$ cat config.mk
export PLATFORM = sky130hd
export DESIGN_NAME = instr_fetch_ctrl_flat
export DESIGN_NICKNAME = d
export VERILOG_FILES = /design/src/rtl/instr_fetch_ctrl_if.sv /design/src/rtl/instr_fetch_ctrl.sv /design/src/flat_wrapper.sv
export SDC_FILE = /design/constraint.sdc
export NUM_CORES = 1
export LEC_CHECK = 0
export BUFFER_PORTS_ARGS = -buffer_cell sky130_fd_sc_hd__buf_4
export CAP_MARGIN = 20
export CORE_MARGIN = 2
export CORE_UTILIZATION = 54
export DETAILED_ROUTE_END_ITERATION = 6
export GPL_ROUTABILITY_DRIVEN = 0
export PLACE_DENSITY = 0.84
export SLEW_MARGIN = 20
export SYNTH_ARGS = -nofsm -noshare
export SYNTH_HDL_FRONTEND = slang
export SYNTH_SLANG_ARGS = --single-unit
$ cat constraint.sdc
create_clock -name clk -period 3.41 [get_ports clk]
set_input_delay 0.682 -clock clk [delete_from_list [all_inputs] [get_ports clk]]
set_output_delay 0.682 -clock clk [all_outputs]
set_load 0.02 [all_outputs]
$ cat src/rtl/instr_fetch_ctrl_if.sv
// Fetch-side bus bundle for the SIC-4 fetch controller: the instruction
// memory read port, the valid/ready instruction channel toward decode, and
// the redirect request coming back from execute.
interface instr_fetch_ctrl_if #(
    parameter int ADDR_W = 8,
    parameter int DATA_W = 8
);
    logic [ADDR_W-1:0] imem_addr;
    logic [DATA_W-1:0] imem_data;
    logic [DATA_W-1:0] instr;
    logic [ADDR_W-1:0] instr_pc;
    logic              instr_valid;
    logic              instr_ready;
    logic              redirect_valid;
    logic [ADDR_W-1:0] redirect_addr;

    // Fetch controller side.
    modport master (
        output imem_addr,
        input  imem_data,
        output instr,
        output instr_pc,
        output instr_valid,
        input  instr_ready,
        input  redirect_valid,
        input  redirect_addr
    );

    // Memory / decode / execute side.
    modport slave (
        input  imem_addr,
        output imem_data,
        input  instr,
        input  instr_pc,
        input  instr_valid,
        output instr_ready,
        output redirect_valid,
        output redirect_addr
    );
endinterface

$ cat src/rtl/instr_fetch_ctrl.sv
// SIC-4 instruction fetch controller. Owns the PC, addresses the
// combinational instruction memory and holds one fetched instruction in a
// registered output stage handed to decode over valid/ready. Redirects
// flush the stage and reload the PC; the HALT opcode stops fetching until
// start is seen again.
module instr_fetch_ctrl #(
    parameter int                ADDR_W      = 8,
    parameter int                DATA_W      = 8,
    parameter logic [ADDR_W-1:0] RESET_PC    = 8'h00,
    parameter logic [DATA_W-1:0] HALT_OPCODE = 8'hFF
) (
    input  logic                clk,
    input  logic                rst_n,
    input  logic                start,
    output logic                halted,
    instr_fetch_ctrl_if.master  bus
);

    typedef enum logic [1:0] {
        ST_IDLE      = 2'd0,
        ST_FETCH     = 2'd1,
        ST_HALT_PEND = 2'd2,
        ST_HALTED    = 2'd3
    } state_t;

    state_t            state_r;
    state_t            next_state_s;
    logic [ADDR_W-1:0] pc_r;
    logic [ADDR_W-1:0] next_pc_s;
    logic [DATA_W-1:0] instr_r;
    logic [DATA_W-1:0] next_instr_s;
    logic [ADDR_W-1:0] instr_pc_r;
    logic [ADDR_W-1:0] next_instr_pc_s;
    logic              instr_valid_r;
    logic              next_instr_valid_s;
    logic              halted_r;
    logic              next_halted_s;
    logic              slot_free_s;
    logic              transfer_s;

    // Handshake qualifiers: the stage can take a new byte when empty or when
    // its current content leaves this edge.
    always_comb begin
        slot_free_s = !instr_valid_r || bus.instr_ready;
        transfer_s  = instr_valid_r && bus.instr_ready;
    end

    // Next-state and datapath update; redirect outranks capture and transfer.
    always_comb begin
        next_state_s       = state_r;
        next_pc_s          = pc_r;
        next_instr_s       = instr_r;
        next_instr_pc_s    = instr_pc_r;
        next_instr_valid_s = instr_valid_r;
        next_halted_s      = halted_r;
        case (state_r)
            ST_IDLE: begin
                if (start) begin
                    next_state_s = ST_FETCH;
                end else begin
                    next_state_s = ST_IDLE;
                end
            end
            ST_FETCH: begin
                if (bus.redirect_valid) begin
                    next_instr_valid_s = 1'b0;
                    next_pc_s          = bus.redirect_addr;
                    next_state_s       = ST_FETCH;
                end else if (slot_free_s) begin
                    next_instr_s       = bus.imem_data;
                    next_instr_pc_s    = pc_r;
                    next_instr_valid_s = 1'b1;
                    next_pc_s          = pc_r + {{(ADDR_W-1){1'b0}}, 1'b1};
                    if (bus.imem_data == HALT_OPCODE) begin
                        next_state_s = ST_HALT_PEND;
                    end else begin
                        next_state_s = ST_FETCH;
                    end
                end else begin
                    next_state_s = ST_FETCH;
                end
            end
            ST_HALT_PEND: begin
                if (bus.redirect_valid) begin
                    next_instr_valid_s = 1'b0;
                    next_pc_s          = bus.redirect_addr;
                    next_state_s       = ST_FETCH;
                end else if (transfer_s) begin
                    next_instr_valid_s = 1'b0;
                    next_halted_s      = 1'b1;
                    next_state_s       = ST_HALTED;
                end else begin
                    next_state_s = ST_HALT_PEND;
                end
            end
            ST_HALTED: begin
                if (start) begin
                    next_pc_s     = RESET_PC;
                    next_halted_s = 1'b0;
                    next_state_s  = ST_FETCH;
                end else begin
                    next_state_s = ST_HALTED;
                end
            end
            default: begin
                next_state_s       = ST_IDLE;
                next_pc_s          = RESET_PC;
                next_instr_valid_s = 1'b0;
                next_halted_s      = 1'b0;
            end
        endcase
    end

    // State, PC and output stage registers.
    always_ff @(posedge clk or negedge rst_n) begin
        if (!rst_n) begin
            state_r       <= ST_IDLE;
            pc_r          <= RESET_PC;
            instr_r       <= {DATA_W{1'b0}};
            instr_pc_r    <= {ADDR_W{1'b0}};
            instr_valid_r <= 1'b0;
            halted_r      <= 1'b0;
        end else begin
            state_r       <= next_state_s;
            pc_r          <= next_pc_s;
            instr_r       <= next_instr_s;
            instr_pc_r    <= next_instr_pc_s;
            instr_valid_r <= next_instr_valid_s;
            halted_r      <= next_halted_s;
        end
    end

    // The memory is addressed straight from the PC so its data is ready for
    // the same edge that captures it.
    assign bus.imem_addr   = pc_r;
    assign bus.instr       = instr_r;
    assign bus.instr_pc    = instr_pc_r;
    assign bus.instr_valid = instr_valid_r;
    assign halted          = halted_r;

endmodule

$ cat src/flat_wrapper.sv
// flat-port wrapper written by rule: the top's interface ports become plain ports
module instr_fetch_ctrl_flat 
#(
    parameter int                ADDR_W      = 8,
    parameter int                DATA_W      = 8,
    parameter logic [ADDR_W-1:0] RESET_PC    = 8'h00,
    parameter logic [DATA_W-1:0] HALT_OPCODE = 8'hFF
)
  (clk, rst_n, start, halted, bus_imem_addr, bus_imem_data, bus_instr, bus_instr_pc, bus_instr_valid, bus_instr_ready, bus_redirect_valid, bus_redirect_addr);
  instr_fetch_ctrl_if #(.ADDR_W(ADDR_W), .DATA_W(DATA_W)) bus_i ();
  input  logic clk;
  input  logic rst_n;
  input  logic start;
  output logic halted;
  output wire logic [$bits(bus_i.imem_addr)-1:0] bus_imem_addr;
  input wire logic [$bits(bus_i.imem_data)-1:0] bus_imem_data;
  output wire logic [$bits(bus_i.instr)-1:0] bus_instr;
  output wire logic [$bits(bus_i.instr_pc)-1:0] bus_instr_pc;
  output wire logic [$bits(bus_i.instr_valid)-1:0] bus_instr_valid;
  input wire logic [$bits(bus_i.instr_ready)-1:0] bus_instr_ready;
  input wire logic [$bits(bus_i.redirect_valid)-1:0] bus_redirect_valid;
  input wire logic [$bits(bus_i.redirect_addr)-1:0] bus_redirect_addr;
  assign bus_imem_addr = bus_i.imem_addr;
  assign bus_i.imem_data = bus_imem_data;
  assign bus_instr = bus_i.instr;
  assign bus_instr_pc = bus_i.instr_pc;
  assign bus_instr_valid = bus_i.instr_valid;
  assign bus_i.instr_ready = bus_instr_ready;
  assign bus_i.redirect_valid = bus_redirect_valid;
  assign bus_i.redirect_addr = bus_redirect_addr;
  instr_fetch_ctrl #(.ADDR_W(ADDR_W), .DATA_W(DATA_W), .RESET_PC(RESET_PC), .HALT_OPCODE(HALT_OPCODE)) u_core (.clk(clk), .rst_n(rst_n), .start(start), .halted(halted), .bus(bus_i));
endmodule
==> flow_metrics.env, run 1 <==
export IMPL_io_pins=47
export IMPL_vdd_drop_max_mv=0.605
export IMPL_clockPowerShare_pct=9.4
export IMPL_vias=1172
export IMPL_syn_to_final_growth_pct=24.8
export IMPL_antenna_found_initial=0
export IMPL_tns_ps=0
export IMPL_cts_resized=0
export IMPL_cts_max_level=1
export IMPL_min_period_over_period_pct=60.4
export IMPL_dp_slack_ps=1230
export IMPL_intPower_w=0.00102
export IMPL_setup_slack_ps=1350
export IMPL_power_frac_seq_pct=36.6
export IMPL_grt_start_max_net_pins=29
export IMPL_wl_met3_um=134
export IMPL_postCtsSetupRepairBufs=0
export IMPL_cts_root_buf="clkbuf_4"
export IMPL_startpoint_type="flip-flop"
export IMPL_vias_per_cell=5.58
export IMPL_fmax_mhz=486
export IMPL_grt_first_pass_wirelength_um=5220
export IMPL_hold_ws_ps=241
export IMPL_leakage_nw=0.944
export IMPL_numCtsBuffers=3
export IMPL_nNetsFinal=207
export IMPL_netlist_area_sq_um=1510
export IMPL_cts_tree="yes"
export IMPL_finalClockSkew_ps=5.32
export IMPL_worstMarginPinSlew_ps=864
export IMPL_status="completed"
export IMPL_drt_total_wl_um=3090
export IMPL_synth_cells=134
export IMPL_firstDrtPassIters=4
export IMPL_switchingPower_w=0.000688
export IMPL_met1Wirelength_um=1350
export IMPL_critPathRequiredTime_ps=3640
export IMPL_clk_path_buf_depth=2
export IMPL_grt_pass1_vias=1148
export IMPL_critPathKind="reg -> reg"
export IMPL_core_area_sq_um=2710
export IMPL_fin_util_pct=69.7
export IMPL_fillCellCount=199
export IMPL_insertion_delay_ps=330
export IMPL_period_needed_ps=2060
export IMPL_antenna_left=0
export IMPL_dpl_hpwl_um=2410
export IMPL_slew_violations=0
export IMPL_min_path_type="in -> async"
export IMPL_cp_arrival_ps=2290
export IMPL_routedWlPerCell_um=14.7
export IMPL_placed_area_sq_um=1850
export IMPL_rows=19
export IMPL_ys_ff_latch=28
export IMPL_cts_clk_slew_worst_paths_ps=150
export IMPL_cts_sinks=28
export IMPL_setup_violations=0
export IMPL_final_common_cell="buf_4"
export IMPL_track_usage_pct=20.4
export IMPL_antenna_cells=0
export IMPL_dieWidth_um=57.0
export IMPL_cp_max_fo=16
export IMPL_drt_iter0_drc=17
export IMPL_start_util_pct=55.9
export IMPL_rsz0062_at_grt="false"
export IMPL_cts_hold_buffers=0
export IMPL_power_density_nw_per_um2=906
export IMPL_die_h_um=57.0
export IMPL_switching_share_pct=40.2
export IMPL_io_buffers=46
export IMPL_dieArea_sq_um=3240
export IMPL_routed_top_layer="met4"
export IMPL_yosys_warnings=0
export IMPL_synth_fp_nets=161
export IMPL_maxCapViolCount=0
export IMPL_wl_met2_um=1540
export IMPL_drive_above_1_share_pct=38.0
export IMPL_final_cell_mix="buf_4 (46), dfrtp_1 (28), nor2_1 (10), mux2_4 (10), inv_1 (9)"
export IMPL_drc=0
export IMPL_grt_overflow_total=0
export IMPL_combPwrFrac_pct=54.0
export IMPL_relSlewSlack_pct=42.4
export IMPL_syn_avg_cell_area_sq_um=11.3
export IMPL_synthDistinctLibCells=36
export IMPL_critPathCaptureType="flip-flop"
export IMPL_ys_seq_area_share_pct=46.3
export IMPL_postLayoutCellArea_sq_um=1890
export IMPL_hold_violations=0
registers in the layout, indices dropped and copies added (netlist names):
| register | flops |
|---|---|
| u_core.bus.instr | 8 |
| u_core.bus.imem_addr | 8 |
| u_core.state_r | 2 |
| u_core.bus.instr_valid | 1 |
| u_core.halted | 1 |
| u_core.bus.instr_pc | 8 |
power by group through the flow:
stage | Clock, W | Sequential, W | Combinational (W)
finish | 0.000161 | 0.000626 | 0.000924
global route | 0.000178 | 0.000655 | 0.000994
CTS | 0.000165 | 0.000629 | 0.000935
detailed placement | 0 | 0.000638 | 0.000933
global placement | 0 | 0.000624 | 0.000908
floorplan | 0 | 0.000794 | 0.000440
routing by layer:
metal / track usage, % / up-vias
li1: - / 574
met1: 26.7 / 558
met2: 34.0 / 33
met3: 3.17 / 7
met4: 8.64 / 0
met5: 0 / -
worst max-delay path: stages (launching register included):
cell     delay [ps]
dfrtp_1         440
inv_1           110
ha_1            200
inv_1            60
or3_1           710
mux2_4          430
Yosys cell counts (all sizes together):
cell / number / area, sq um
nor2: 10 / 37.5
nand2b: 2 / 12.5
o2bb2ai: 1 / 8.76
nand4bb: 1 / 11.3
a21o: 2 / 15.0
a22o: 5 / 43.8
dfrtp: 28 / 701
ha: 6 / 75.1
nor4: 1 / 6.26
inv: 9 / 33.8
and2: 1 / 6.26
o22ai: 1 / 6.26
xor2: 1 / 8.76
nor3: 5 / 25.0
a221o: 1 / 10.0
mux2: 17 / 229
o211ai: 1 / 7.51
nand4: 3 / 18.8
o31ai: 3 / 22.5
or3: 2 / 12.5
a21oi: 6 / 30.0
nor2b: 1 / 13.8
o21ai: 4 / 20.0
buf: 4 / 41.3
clkbuf: 1 / 3.75
o21a: 2 / 15.0
o2111a: 1 / 11.3
and3: 1 / 6.26
nand2: 6 / 22.5
nand3: 3 / 15.0
mux2i: 2 / 20.0
a22oi: 2 / 15.0
o221ai: 1 / 8.76
per-stage QoR:
step	std cells	total power [W]
5_1_grt	210	0.00183
3_3_place_gp	206	0.00153
6_report	210	0.00171
3_5_place_dp	206	0.00157
4_1_cts	210	0.00173
2_1_floorplan	134	0.00123
worst paths after layout:
kind / startpoint / to / slack (ps) / depth (start not counted)
worst min register to register: u_core.bus.instr[6] / u_core.bus.instr[6] / 520 / 1
worst max-delay path: u_core.state_r[1] / u_core.bus.instr[4] / 1350 / 5
max in group asynchronous: rst_n / u_core.bus.imem_addr[0] / 2910 / 1
min in group clk: u_core.bus.instr[6] / u_core.bus.instr[6] / 520 / 1
worst min-delay path: rst_n / u_core.bus.imem_addr[6] / 240 / 1
worst max register to register: u_core.state_r[1] / u_core.bus.instr[4] / 1350 / 5
cells by family (layout without fill, tap and decap cells):
family                   count (synthesis)  in the layout  share of synthesized area, %
XOR/XNOR                                 1              1                         0.579
multiplexers                            19             19                          16.4
adder cells (fa/ha/maj)                  6              6                          4.96
flip-flops                              28             28                          46.3
buffers and inverters                   14             59                          5.21
AND/OR/NAND/NOR                         36             36                          12.4
AO/OA/AOI/OAI                           30             30                          14.1
cell type report:
| cell class | count | area [sq um] | area share (%) |
|---|---|---|---|
| tap | 31 | 38.8 | 2.05 |
| timing repair buffer | 46 | 345 | 18.3 |
| sequential | 28 | 701 | 37.1 |
| inverter | 9 | 33.8 | 1.79 |
| multi-input combinational | 92 | 734 | 38.9 |
| clock buffer | 4 | 36.3 | 1.92 |
(Power assumes the default switching activity.)
==> inputs of run 2 (changes only) <==
- CORE_UTILIZATION: 54 -> 45
- PLACE_DENSITY: 0.84 -> 0.74
- clock period: 3.41 -> 1.73 ns (I/O delays scaled with it)
==> run 2 against run 1 <==
  * Sequential cell count unchanged
  * Cell area is 9.5% higher
  * Maximum frequency is 22% higher
  * Clock skew increased by 4.4 ps
  * Register-to-register slack got worse by 1300 ps
  * Hold slack gained 3.0 ps
  * Count of clock-buffer cells in the layout fell by 1
  * Highest routed layer unchanged
==> flow_metrics.env, run 2 (synthesized netlist as in run 1, its figures left out) <==
export IMPL_period_needed_ps=1680
export IMPL_vdd_drop_max_mv=0.740
export IMPL_dpl_hpwl_um=2560
export IMPL_min_period_over_period_pct=97.3
export IMPL_syn_to_final_growth_pct=36.6
export IMPL_min_path_cells=2
export IMPL_startpoint_type="flip-flop"
export IMPL_final_common_cell="buf_4"
export IMPL_final_cell_mix="buf_4 (54), dfrtp_1 (28), nor2_1 (10), mux2_4 (10), mux2_2 (7)"
export IMPL_die_h_um=62
export IMPL_setup_violations=0
export IMPL_rows=21
export IMPL_vias_per_cell=5.34
export IMPL_min_to="u_core.bus.instr[0]"
export IMPL_io_pins=47
export IMPL_cp_arrival_ps=1910
export IMPL_rsz0062_at_grt="true"
export IMPL_grt_start_max_net_pins=29
export IMPL_dieArea_sq_um=3840
export IMPL_numCtsBuffers=3
export IMPL_cts_sinks=28
export IMPL_cts_max_level=1
export IMPL_cts_root_buf="clkbuf_4"
export IMPL_min_path_type="in -> reg"
export IMPL_leakage_nw=1.02
export IMPL_fmax_mhz=594
export IMPL_core_area_sq_um=3280
export IMPL_critPathKind="reg -> reg"
export IMPL_relSlewSlack_pct=75.3
export IMPL_antenna_cells=0
export IMPL_drc=0
export IMPL_crit_path_cell_trace="buf_4 -> ha_4 -> nand4bb_1 -> o2111a_2 -> buf_4 -> mux2i_1 -> o31ai_1"
export IMPL_antenna_left=0
export IMPL_io_buffers=46
export IMPL_insertion_delay_ps=330
export IMPL_dieWidth_um=62
export IMPL_grt_first_pass_wirelength_um=5440
export IMPL_crit_path_frequent_cell="buf_4"
export IMPL_vias=1261
export IMPL_maxCapViolCount=0
export IMPL_tns_ps=0
export IMPL_track_usage_pct=18.6
export IMPL_r2r_end="u_core.bus.imem_addr[6]"
export IMPL_critPathCaptureType="flip-flop"
export IMPL_firstDrtPassIters=4
export IMPL_slowest_delay_ps=440
export IMPL_r2r_cells=7
export IMPL_antenna_found_initial=0
export IMPL_slew_violations=0
export IMPL_worst_r2r_startpoint="u_core.state_r[0]"
export IMPL_total_power_w=0.00368
export IMPL_nNetsFinal=218
export IMPL_cts_clk_slew_worst_paths_ps=170
export IMPL_status="completed"
export IMPL_finalClockSkew_ps=9.69
export IMPL_reg2reg_slack_ps=50
export IMPL_drt_iter0_drc=57
export IMPL_cp_slowest_cell="dfrtp_1"
export IMPL_hp_start="bus_imem_data[0]"
export IMPL_cp_max_fo=8
export IMPL_clk_path_buf_depth=2
export IMPL_grt_overflow_total=0
export IMPL_start_util_pct=46.1
export IMPL_power_density_nw_per_um2=1780
export IMPL_routedWlPerCell_um=14.6
export IMPL_critPathRequiredTime_ps=1950
export IMPL_cts_tree="yes"
export IMPL_hold_violations=0
export IMPL_drive_above_1_share_pct=45.3
export IMPL_worstMarginPinSlew_ps=368
export IMPL_drt_total_wl_um=3440
export IMPL_grt_pass1_vias=1225
## run 2: how the worst max path moves through the flow
stage	startpoint	cells past startpoint	slack, ps	to
floorplan	u_core.state_r[1]	7	7	u_core.bus.instr[0]
global placement	u_core.state_r[1]	6	50	u_core.bus.instr_pc[7]
detailed placement	u_core.state_r[1]	6	-20	u_core.bus.instr[5]
CTS	u_core.state_r[1]	7	5	u_core.bus.imem_addr[3]
global route	u_core.state_r[0]	7	-20	u_core.bus.imem_addr[3]
finish	u_core.state_r[0]	7	50	u_core.bus.imem_addr[6]
## run 2: layout make-up
class	count	area (sq um)
Timing Repair Buffer	57	460
Inverter	9	33.8
Clock inverter	1	30.0
Multi-Input combinational cell	92	763
Fill cell	275	1220
Tap cell	46	57.6
Clock buffer	3	22.5
Sequential cell	28	701
## run 2: timing repair
item,in CTS,in global routing
buffers inserted,1,2
pin swaps,0,1
endpoints found under the setup margin,16,24
hold endpoints to repair,28,0
hold buffers,1,0
gates resized for setup,2,8
cloned,0,1
## run 2: metrics by stage
stage	setup slack, ps	hold slack (ps)	util [%]	cell area (sq um)	cells
final	46.7	244	63.0	2070	236
after global routing	-21.9	225	63.0	2070	236
after CTS	4.79	240	61.1	2010	233
after detailed placement	-22.4	286	58.7	1930	227
after global placement	46.8	283	58.7	1930	227
after floorplan	7.46	50.4	-	1510	134
## run 2: critical path, delay by kind of cell, from the launching register on
kind                       cells  cell delay [ps]
AOI/OAI and AO/OA              2              380
DFF                            1              440
adders and majority gates      1              160
and+or+nand+nor                1              130
buffers and inverters          2              300
muxes                          1              170
## run 2: routing by layer
metal,vias up,track usage [%],routed length [um]
met5,-,0,0
met4,0,6.08,12
met3,2,2.69,187
met2,40,31.8,1680
met1,619,24.2,1550
li1,600,-,-
## run 2: where the power goes
part           switching, W  internal (W)  total, W
Combinational      0.000932       0.00105   0.00198
Clock              0.000204      0.000234  0.000438
Sequential         0.000294      0.000961   0.00126
Total               0.00143       0.00224   0.00368
